File: config.mk
export PLATFORM = sky130hd
export DESIGN_NAME = down_rate_divider_flat
export DESIGN_NICKNAME = d
export VERILOG_FILES = /design/src/rtl/down_rate_divider_pkg.sv /design/src/rtl/down_rate_divider_if.sv /design/src/rtl/down_rate_divider_tff_cell.sv /design/src/rtl/down_rate_divider.sv /design/src/flat_wrapper.sv
export SDC_FILE = /design/constraint.sdc
export NUM_CORES = 1
export LEC_CHECK = 0
export BUFFER_PORTS_ARGS = -buffer_cell sky130_fd_sc_hd__buf_2
export CORE_AREA = 2 2 42 53
export DETAILED_ROUTE_END_ITERATION = 8
export DIE_AREA = 0 0 44 55
export PLACE_DENSITY = 0.65
export SLEW_MARGIN = 15
export SYNTH_ARGS = -nofsm -noshare
export SYNTH_HDL_FRONTEND = slang
export SYNTH_SLANG_ARGS = --single-unit
File: constraint.sdc
create_clock -name Clock -period 2.8 [get_ports Clock]
set_input_delay 0.14 -clock Clock [delete_from_list [all_inputs] [get_ports Clock]]
set_output_delay 0.14 -clock Clock [all_outputs]
set_load 0.05 [all_outputs]
File: src/rtl/down_rate_divider_pkg.sv
// Shared definitions for the down_rate_divider tick generator.
package down_rate_divider_pkg;

   // Default counter / LoadValue width.
   localparam int unsigned DEFAULT_WIDTH = 8;

   // Behaviour at terminal count, selected by AutoReload.
   typedef enum logic {
      MODE_ONESHOT  = 1'b0,
      MODE_PERIODIC = 1'b1
   } mode_e;

endpackage : down_rate_divider_pkg

File: src/rtl/down_rate_divider_if.sv
// Control/status bundle of the down_rate_divider.
// The master drives the controls, and the slave (the counter) returns its status.
interface down_rate_divider_if
   import down_rate_divider_pkg::*;
#(
   parameter int unsigned WIDTH = DEFAULT_WIDTH
);

   logic             Enable;
   logic             Load;
   logic [WIDTH-1:0] LoadValue;
   logic             AutoReload;
   logic [WIDTH-1:0] CounterValue;
   logic             Pulse;
   logic             Done;

   modport master (
      output Enable, Load, LoadValue, AutoReload,
      input  CounterValue, Pulse, Done
   );

   modport slave (
      input  Enable, Load, LoadValue, AutoReload,
      output CounterValue, Pulse, Done
   );

endinterface : down_rate_divider_if

File: src/rtl/down_rate_divider_tff_cell.sv
// One counter bit: a T flip-flop with asynchronous clear and synchronous load.
// Load takes precedence over toggle.
module down_tff_cell (
   input  logic clk,
   input  logic rst_n,
   input  logic load,
   input  logic load_bit,
   input  logic toggle,
   output logic q
);

   logic q_q;
   logic q_d;

   // Next bit value: parallel load, otherwise toggle on request.
   always_comb begin
      q_d = load ? load_bit : (q_q ^ toggle);
   end

   // Bit storage with asynchronous clear.
   always_ff @(posedge clk or negedge rst_n) begin
      if (!rst_n) q_q <= 1'b0;
      else        q_q <= q_d;
   end

   assign q = q_q;

endmodule : down_tff_cell

File: src/rtl/down_rate_divider.sv
// Loadable down-counter and tick generator.
// The counter counts from LoadValue to zero. At zero it strobes Pulse for one
// cycle, then either reloads (periodic mode) or halts with Done set (one-shot mode).
module down_rate_divider
   import down_rate_divider_pkg::*;
#(
   parameter int unsigned WIDTH = DEFAULT_WIDTH
) (
   input  logic               Clock,
   input  logic               Clear_b,
   down_rate_divider_if.slave bus
);

   logic [WIDTH-1:0] count;
   logic [WIDTH-1:0] toggle;
   logic             zero;
   logic             dec;
   logic             reload;
   logic             cell_load;
   logic             borrow;
   mode_e            mode;

   logic             pulse_q, pulse_d;
   logic             done_q,  done_d;

   assign zero = (count == '0);
   assign mode = mode_e'(bus.AutoReload);

   // Terminal-count control. Priority is Load, then Enable, then hold.
   always_comb begin
      dec     = 1'b0;
      reload  = 1'b0;
      pulse_d = 1'b0;
      done_d  = done_q;
      if (bus.Load) begin
         done_d = 1'b0;
      end else if (bus.Enable) begin
         if (!zero) begin
            dec = 1'b1;
         end else if (mode == MODE_PERIODIC) begin
            reload  = 1'b1;
            pulse_d = 1'b1;
         end else if (!done_q) begin
            pulse_d = 1'b1;
            done_d  = 1'b1;
         end
      end
   end

   assign cell_load = bus.Load | reload;

   // Borrow chain: a bit toggles on decrement when every lower bit is zero.
   always_comb begin
      toggle = '0;
      borrow = dec;
      for (int unsigned i = 0; i < WIDTH; i++) begin
         toggle[i] = borrow;
         borrow    = borrow & ~count[i];
      end
   end

   for (genvar g = 0; g < WIDTH; g++) begin : g_cell
      down_tff_cell u_cell (
         .clk      (Clock),
         .rst_n    (Clear_b),
         .load     (cell_load),
         .load_bit (bus.LoadValue[g]),
         .toggle   (toggle[g]),
         .q        (count[g])
      );
   end

   // Registered strobe and sticky expiry flag.
   always_ff @(posedge Clock or negedge Clear_b) begin
      if (!Clear_b) begin
         pulse_q <= 1'b0;
         done_q  <= 1'b0;
      end else begin
         pulse_q <= pulse_d;
         done_q  <= done_d;
      end
   end

   assign bus.CounterValue = count;
   assign bus.Pulse        = pulse_q;
   assign bus.Done         = done_q;

endmodule : down_rate_divider

File: src/flat_wrapper.sv
// flat-port wrapper written by rule: the top's interface ports become plain ports
module down_rate_divider_flat import down_rate_divider_pkg::*;
#(
   parameter int unsigned WIDTH = DEFAULT_WIDTH
)
  (Clock, Clear_b, bus_Enable, bus_Load, bus_LoadValue, bus_AutoReload, bus_CounterValue, bus_Pulse, bus_Done);
  down_rate_divider_if #(.WIDTH(WIDTH)) bus_i ();
  input  logic Clock;
  input  logic Clear_b;
  input wire logic [$bits(bus_i.Enable)-1:0] bus_Enable;
  input wire logic [$bits(bus_i.Load)-1:0] bus_Load;
  input wire logic [$bits(bus_i.LoadValue)-1:0] bus_LoadValue;
  input wire logic [$bits(bus_i.AutoReload)-1:0] bus_AutoReload;
  output wire logic [$bits(bus_i.CounterValue)-1:0] bus_CounterValue;
  output wire logic [$bits(bus_i.Pulse)-1:0] bus_Pulse;
  output wire logic [$bits(bus_i.Done)-1:0] bus_Done;
  assign bus_i.Enable = bus_Enable;
  assign bus_i.Load = bus_Load;
  assign bus_i.LoadValue = bus_LoadValue;
  assign bus_i.AutoReload = bus_AutoReload;
  assign bus_CounterValue = bus_i.CounterValue;
  assign bus_Pulse = bus_i.Pulse;
  assign bus_Done = bus_i.Done;
  down_rate_divider #(.WIDTH(WIDTH)) u_core (.Clock(Clock), .Clear_b(Clear_b), .bus(bus_i));
endmodule
* Word level (Yosys, flattened, before mapping)
Index checks and enable logic that the tools add are counted.
Word-level totals: register bits after elaboration 10, latch bits 0, bits in writable memories 0, bits in read-only memories 0, input bits 13, output and inout bits 10, logic and storage cells 62, memories kept 0
Operators by class: add/sub/neg operators 0, $mul 0, divide/modulo/power cells 0, magnitude comparators 0, equal/unequal tests 1, shifts and indexed selects 0, multiplexer cells 24, bitwise gates (word level) 23, reduce and logical (&&, ||, !) cells 4
Operator list (count):
- 1-bit 2-to-1 mux | 24
- 8-bit logical NOT | 1
- 1-bit bitwise XOR | 8
- 1-bit AND | 7
- 1-bit NOT | 7
- 2-bit nonzero test | 2
- 3-bit AND reduction | 1
- 2-bit != test, second input constant | 1
- 1-bit bitwise OR | 1

* Logic depth before layout (Yosys ltp)
word-level depth 13, depth in mapped cells 11, gate-level depth less buffers 11

* Cells and area by module
From an unflattened synthesis, not the netlist that was laid out.
Second synthesis, totals: cells, all modules 60, area, all modules 585.6 um^2
Modules (own cells, without submodules):
- down_tff_cell | instances 8, cells an instance 4, area an instance 42.5 um^2
- down_rate_divider | instances 1, cells an instance 28, area an instance 245.2 um^2

* Worst setup path after synthesis
Ideal clock, no wire load.
path type register to register, start register u_core.g_cell[1].u_cell.q_q, end register u_core.g_cell[7].u_cell.q_q, library setup time 0.125 ns, arrival time 2.609 ns, required time 2.675 ns, setup slack 0.066 ns, stages on the path, launching flop included 12, buffers on the path 0, period minus slack after synthesis 2.734 ns, cells stage by stage dfrtp_1 -> nor4_2 -> a21oi_1 -> ha_1 -> ha_1 -> ha_1 -> ha_1 -> ha_1 -> ha_1 -> ha_1 -> xor2_1 -> mux2_4
On the way: cells in the longest elaborated chain, start to end 13, elaborated cells between the ends (all ways) 18
RTL lines:
- start: declaration | RTL line down_rate_divider_tff_cell.sv:12 | logic q_q;
- start signal: assignment | RTL line down_rate_divider_tff_cell.sv:23 | else q_q <= q_d;
- 8-bit logical NOT | RTL line down_rate_divider.sv:26 | assign zero = (count == '0);
- 1-bit 2-to-1 mux | RTL line down_rate_divider.sv:38 | if (!zero) begin
- 1-bit 2-to-1 mux | RTL line down_rate_divider.sv:37 | end else if (bus.Enable) begin
- 1-bit 2-to-1 mux | RTL line down_rate_divider.sv:35 | if (bus.Load) begin
- 1-bit AND (7 in series) | RTL line down_rate_divider.sv:58 | borrow = borrow & ~count[i];
- 1-bit bitwise XOR | RTL line down_rate_divider_tff_cell.sv:17 | q_d = load ? load_bit : (q_q ^ toggle);
- 1-bit 2-to-1 mux (*) | RTL line down_rate_divider_tff_cell.sv:17
- net u_core.g_cell[7].u_cell.q_d | RTL line down_rate_divider_tff_cell.sv:13 | logic q_d;
- end signal: assignment | RTL line down_rate_divider_tff_cell.sv:23
- end: declaration | RTL line down_rate_divider_tff_cell.sv:12
The timed path passes the listed nets; every way through them passes the cells marked *. A chain may end at the register's enable or synchronous reset.

* Worst setup path in the final report
start register u_core.g_cell[3].u_cell.q_q, end register u_core.g_cell[7].u_cell.q_q
On the way: cells in the longest elaborated chain, start to end 13, elaborated cells between the ends (all ways) 18
RTL lines (RTL line):
- start: declaration | down_rate_divider_tff_cell.sv:12
- start signal: assignment | down_rate_divider_tff_cell.sv:23
- 8-bit logical NOT | down_rate_divider.sv:26
- 1-bit 2-to-1 mux | down_rate_divider.sv:38
- 1-bit 2-to-1 mux | down_rate_divider.sv:37
- 1-bit 2-to-1 mux | down_rate_divider.sv:35
- 1-bit AND (7 in series) | down_rate_divider.sv:58
- 1-bit bitwise XOR | down_rate_divider_tff_cell.sv:17
- 1-bit 2-to-1 mux (*) | down_rate_divider_tff_cell.sv:17
- net u_core.g_cell[7].u_cell.q_d | down_rate_divider_tff_cell.sv:13
Marks and branches as above.

==> reports/qor.log <==
qor: pwr.totalPowerFinal 0.408 mW
qor: grt.grt_overflow 0
qor: outcome.outcome finished, final reports clean
qor: worst_setup_path.crit_type reg2reg
qor: synthesis.netlist.area_leader.share 39.3%
qor: pwr.ir_drop 0.158 mV
qor: route.drt-wirelength-per-cell 11.4 um
qor: cts.cts_tree done
qor: pwr.power_density 532 nW/um^2
qor: synthesis.yosys_warnings 0
qor: cts.cts.sink_count 10
qor: die.fp.dieW 44 um
qor: die.ioPinCount 23
qor: synthesis.mappedNetlistNets 78
qor: timing.report.final.hold_viol_count 0
qor: timing.timing.setup.tns 0 ns
qor: placed_design.numPortBuffers 22
qor: pwr.power.static_leakage 0.452 nW
qor: grt.antenna_found_initial 0
qor: grt.first_global_vias 424
qor: worst_setup_path.startpoint_type register
qor: flow_run.maxCapViolCount 0
qor: worst_setup_path.worstPathArrival 2.76 ns
qor: route.avgViaCountPerCell 4.64
qor: synthesis.synth_top_cells_by_area sky130_fd_sc_hd__dfrtp_1 39%, sky130_fd_sc_hd__ha_1 14%, sky130_fd_sc_hd__mux2i_1 11%
qor: route.final_antenna_net_count 0
qor: worst_setup_path.critical-path-max-stage-delay 0.41 ns
qor: synthesis.yosysTopAreaCell sky130_fd_sc_hd__dfrtp_1
qor: synthesis.synth_seq_area_share 39.3%
qor: finish.area_growth_syn_to_layout 20.6%
qor: cts.cts.repair_timing.setup_buffer_count 0
qor: worst_setup_path.crit_fanout 3
qor: placed_design.dp_hpwl 875 um
qor: die.height_of_the_die 55 um
qor: synthesis.yosysUniqueCellTypes 15
qor: timing.finalWorstPathRequiredPeriod 2.61 ns
qor: finish.most-common-layout-cells 22 x sky130_fd_sc_hd__buf_2, 15 x sky130_fd_sc_hd__inv_1, 10 x sky130_fd_sc_hd__dfrtp_1
qor: cts.clk-insertion-delay-late 0.27 ns
qor: synthesis.postSynthCellCount 58
qor: timing.rsz0062_at_grt no
qor: finish.most_common_cell_after_layout_fill_and_taps_aside sky130_fd_sc_hd__buf_2
qor: grt.grt_start_max_net_pins 11
qor: route.vias 455
qor: timing.max_frequency 384 MHz
qor: grt.groute.usage.overall 11.0%
qor: timing.final_max_slew_viol_count 0
qor: timing.worst_slack 0.193 ns
qor: worst_setup_path.setup.worst_path.end_class register
qor: timing.slew_limit_headroom 69.7%
qor: synthesis.syn-cell-area 637 sq um
qor: route.drc 0
qor: die.start_util 32.9%
qor: timing.setup_viol 0
qor: synthesis.postSynthRegisterBits 10
qor: finish.design_area 768 sq um
qor: timing.skew 0.00239 ns
qor: synthesis.syn-mean-instance-area 11.0 sq um
qor: worst_setup_path.path_delay_family adder cells
qor: placed_design.placer_congestion_estimate 0.738
qor: placed_design.post-place-ws 0.181 ns
qor: cts.clkTransAtPathRegs 0.07 ns
qor: worst_setup_path.cp_dominant_cell_by_count sky130_fd_sc_hd__ha_1
qor: route.total_wirelength_of_the_detailed_routed_design 1120 um
qor: timing.fin_crit_sh 93.1%
qor: grt.global_route_wire_length_before_repair 1770 um
qor: finish.design.final.nets 100
qor: placed_design.detailed_place.area 727 sq um
qor: finish.layout_cell_share_with_drive_strength_beyond_1 39.7%
qor: die.die-area 2420 sq um
qor: cts.clk_path_buf_depth 2
qor: worst_setup_path.worstPathBufferInverterCount 0
qor: die.floorplan.core_area 1940 sq um
qor: timing.worst-slew-pin-transition 0.453 ns
qor: finish.finished_core_util 39.7%
qor: worst_setup_path.crit_slowest_cell sky130_fd_sc_hd__dfrtp_1
qor: worst_setup_path.crit_chain nor4_2 > a21oi_1 > ha_1 > ha_1 > ha_1 > ha_1 > ha_1 > ha_1 > ha_1 > xor2_1 > mux2_4
qor: min_path.min_path_type in2reg
qor: route.drt_iter0_markers 7
qor: worst_setup_path.worstPathRequired 2.95 ns
qor: finish.antenna_cells 0
qor: cts.number_of_buffers_inserted_during_clock_tree_synthesis 3
qor: route.drt_pre_antenna_iters 3
qor: cts.cts_htree_levels 1
qor: cts.cts_root_buffer sky130_fd_sc_hd__clkbuf_4
qor: die.placement_rows 18
==> stage by stage <==
stage          hold WS [ns]  cells
4_1_cts              0.0846     98
2_1_floorplan        -0.156     58
3_5_place_dp         0.0172     94
6_report             0.0919     98
3_3_place_gp         0.0106     94
5_1_grt              0.0997     98
==> routing by layer <==
metal / global-route usage (%) / part of all wire, % / vias to the layer above
li1: - / - / 222
met4: 12.1 / 4.9 / 0
met2: 17.2 / 47 / 19
met3: 2.27 / 6.7 / 6
met1: 11.8 / 41 / 208
met5: 0 / 0 / -
==> layout make-up <==
type / instances / area (sq um)
fillers: 207 / 1170
multi-input cells: 25 / 279
flip-flops and latches: 10 / 250
repair buffers: 25 / 135
inverters: 15 / 56.3
well taps: 20 / 25.0
clock buffers: 3 / 22.5
==> where the power goes <==
group	leakage, nW	total (mW)	internal (mW)	switching (mW)
registers	0.121	0.177	0.160	0.0175
clock network	0.0138	0.0999	0.0497	0.0502
logic	0.317	0.131	0.0418	0.0895
total	0.452	0.408	0.251	0.157
==> synth_stat cells <==
| library cell | n |
|---|---|
| sky130_fd_sc_hd__dfrtp_1 | 10 |
| sky130_fd_sc_hd__nand3_1 | 1 |
| sky130_fd_sc_hd__inv_1 | 15 |
| sky130_fd_sc_hd__a41oi_1 | 1 |
| sky130_fd_sc_hd__mux2i_1 | 7 |
| sky130_fd_sc_hd__mux2_4 | 1 |
| sky130_fd_sc_hd__nand2b_1 | 1 |
| sky130_fd_sc_hd__a211oi_1 | 1 |
| sky130_fd_sc_hd__nor4_2 | 2 |
| sky130_fd_sc_hd__ha_1 | 7 |
| sky130_fd_sc_hd__nor2_1 | 1 |
| sky130_fd_sc_hd__a41oi_4 | 1 |
| sky130_fd_sc_hd__buf_4 | 8 |
| sky130_fd_sc_hd__a21oi_1 | 1 |
| sky130_fd_sc_hd__xor2_1 | 1 |
==> state kept, by name, summed over array words and instances, names as in the netlist <==
signal,flops
u_core.g_cell.u_cell.q,8
u_core.bus.Done,1
u_core.bus.Pulse,1
==> worst reg2reg max path: stages (launching register included) <==
cell                      delay, ns
sky130_fd_sc_hd__dfrtp_1       0.41
sky130_fd_sc_hd__nor4_2        0.31
sky130_fd_sc_hd__a21oi_1       0.11
sky130_fd_sc_hd__ha_1          0.19
sky130_fd_sc_hd__ha_1          0.18
sky130_fd_sc_hd__ha_1          0.17
sky130_fd_sc_hd__ha_1          0.18
sky130_fd_sc_hd__ha_1          0.18
sky130_fd_sc_hd__ha_1          0.18
sky130_fd_sc_hd__ha_1          0.18
sky130_fd_sc_hd__xor2_1        0.15
sky130_fd_sc_hd__mux2_4        0.26
==> final timing paths <==
check	from	to	slack [ns]	depth (start not counted)
min reg2reg	u_core.bus.Done$_DFFE_PN0P_	u_core.bus.Pulse$_DFF_PN0_	0.48	1
min in group asynchronous	Clear_b	u_core.g_cell[6].u_cell.q$_DFF_PN0_	0.27	2
max in group asynchronous	Clear_b	u_core.g_cell[1].u_cell.q$_DFF_PN0_	2.34	2
max reg2reg	u_core.g_cell[3].u_cell.q$_DFF_PN0_	u_core.g_cell[7].u_cell.q$_DFF_PN0_	0.19	11
max	u_core.g_cell[3].u_cell.q$_DFF_PN0_	u_core.g_cell[7].u_cell.q$_DFF_PN0_	0.19	11
min	bus_Load	u_core.bus.Pulse$_DFF_PN0_	0.09	2
==> timing repair <==
action	CTS	global route
hold buffers	1	0
hold endpoints to repair	10	0
gates resized for setup	0	1
setup endpoints to repair	0	1
==> logic make-up after synthesis <==
family	synth area share (%)
compound gates	7.66
xor+xnor	1.38
mux	13.4
flops	39.3
fa+ha+maj	13.8
simple gates	6.29
buf+inv	18.3
Power figures use the tool's default switching activity.
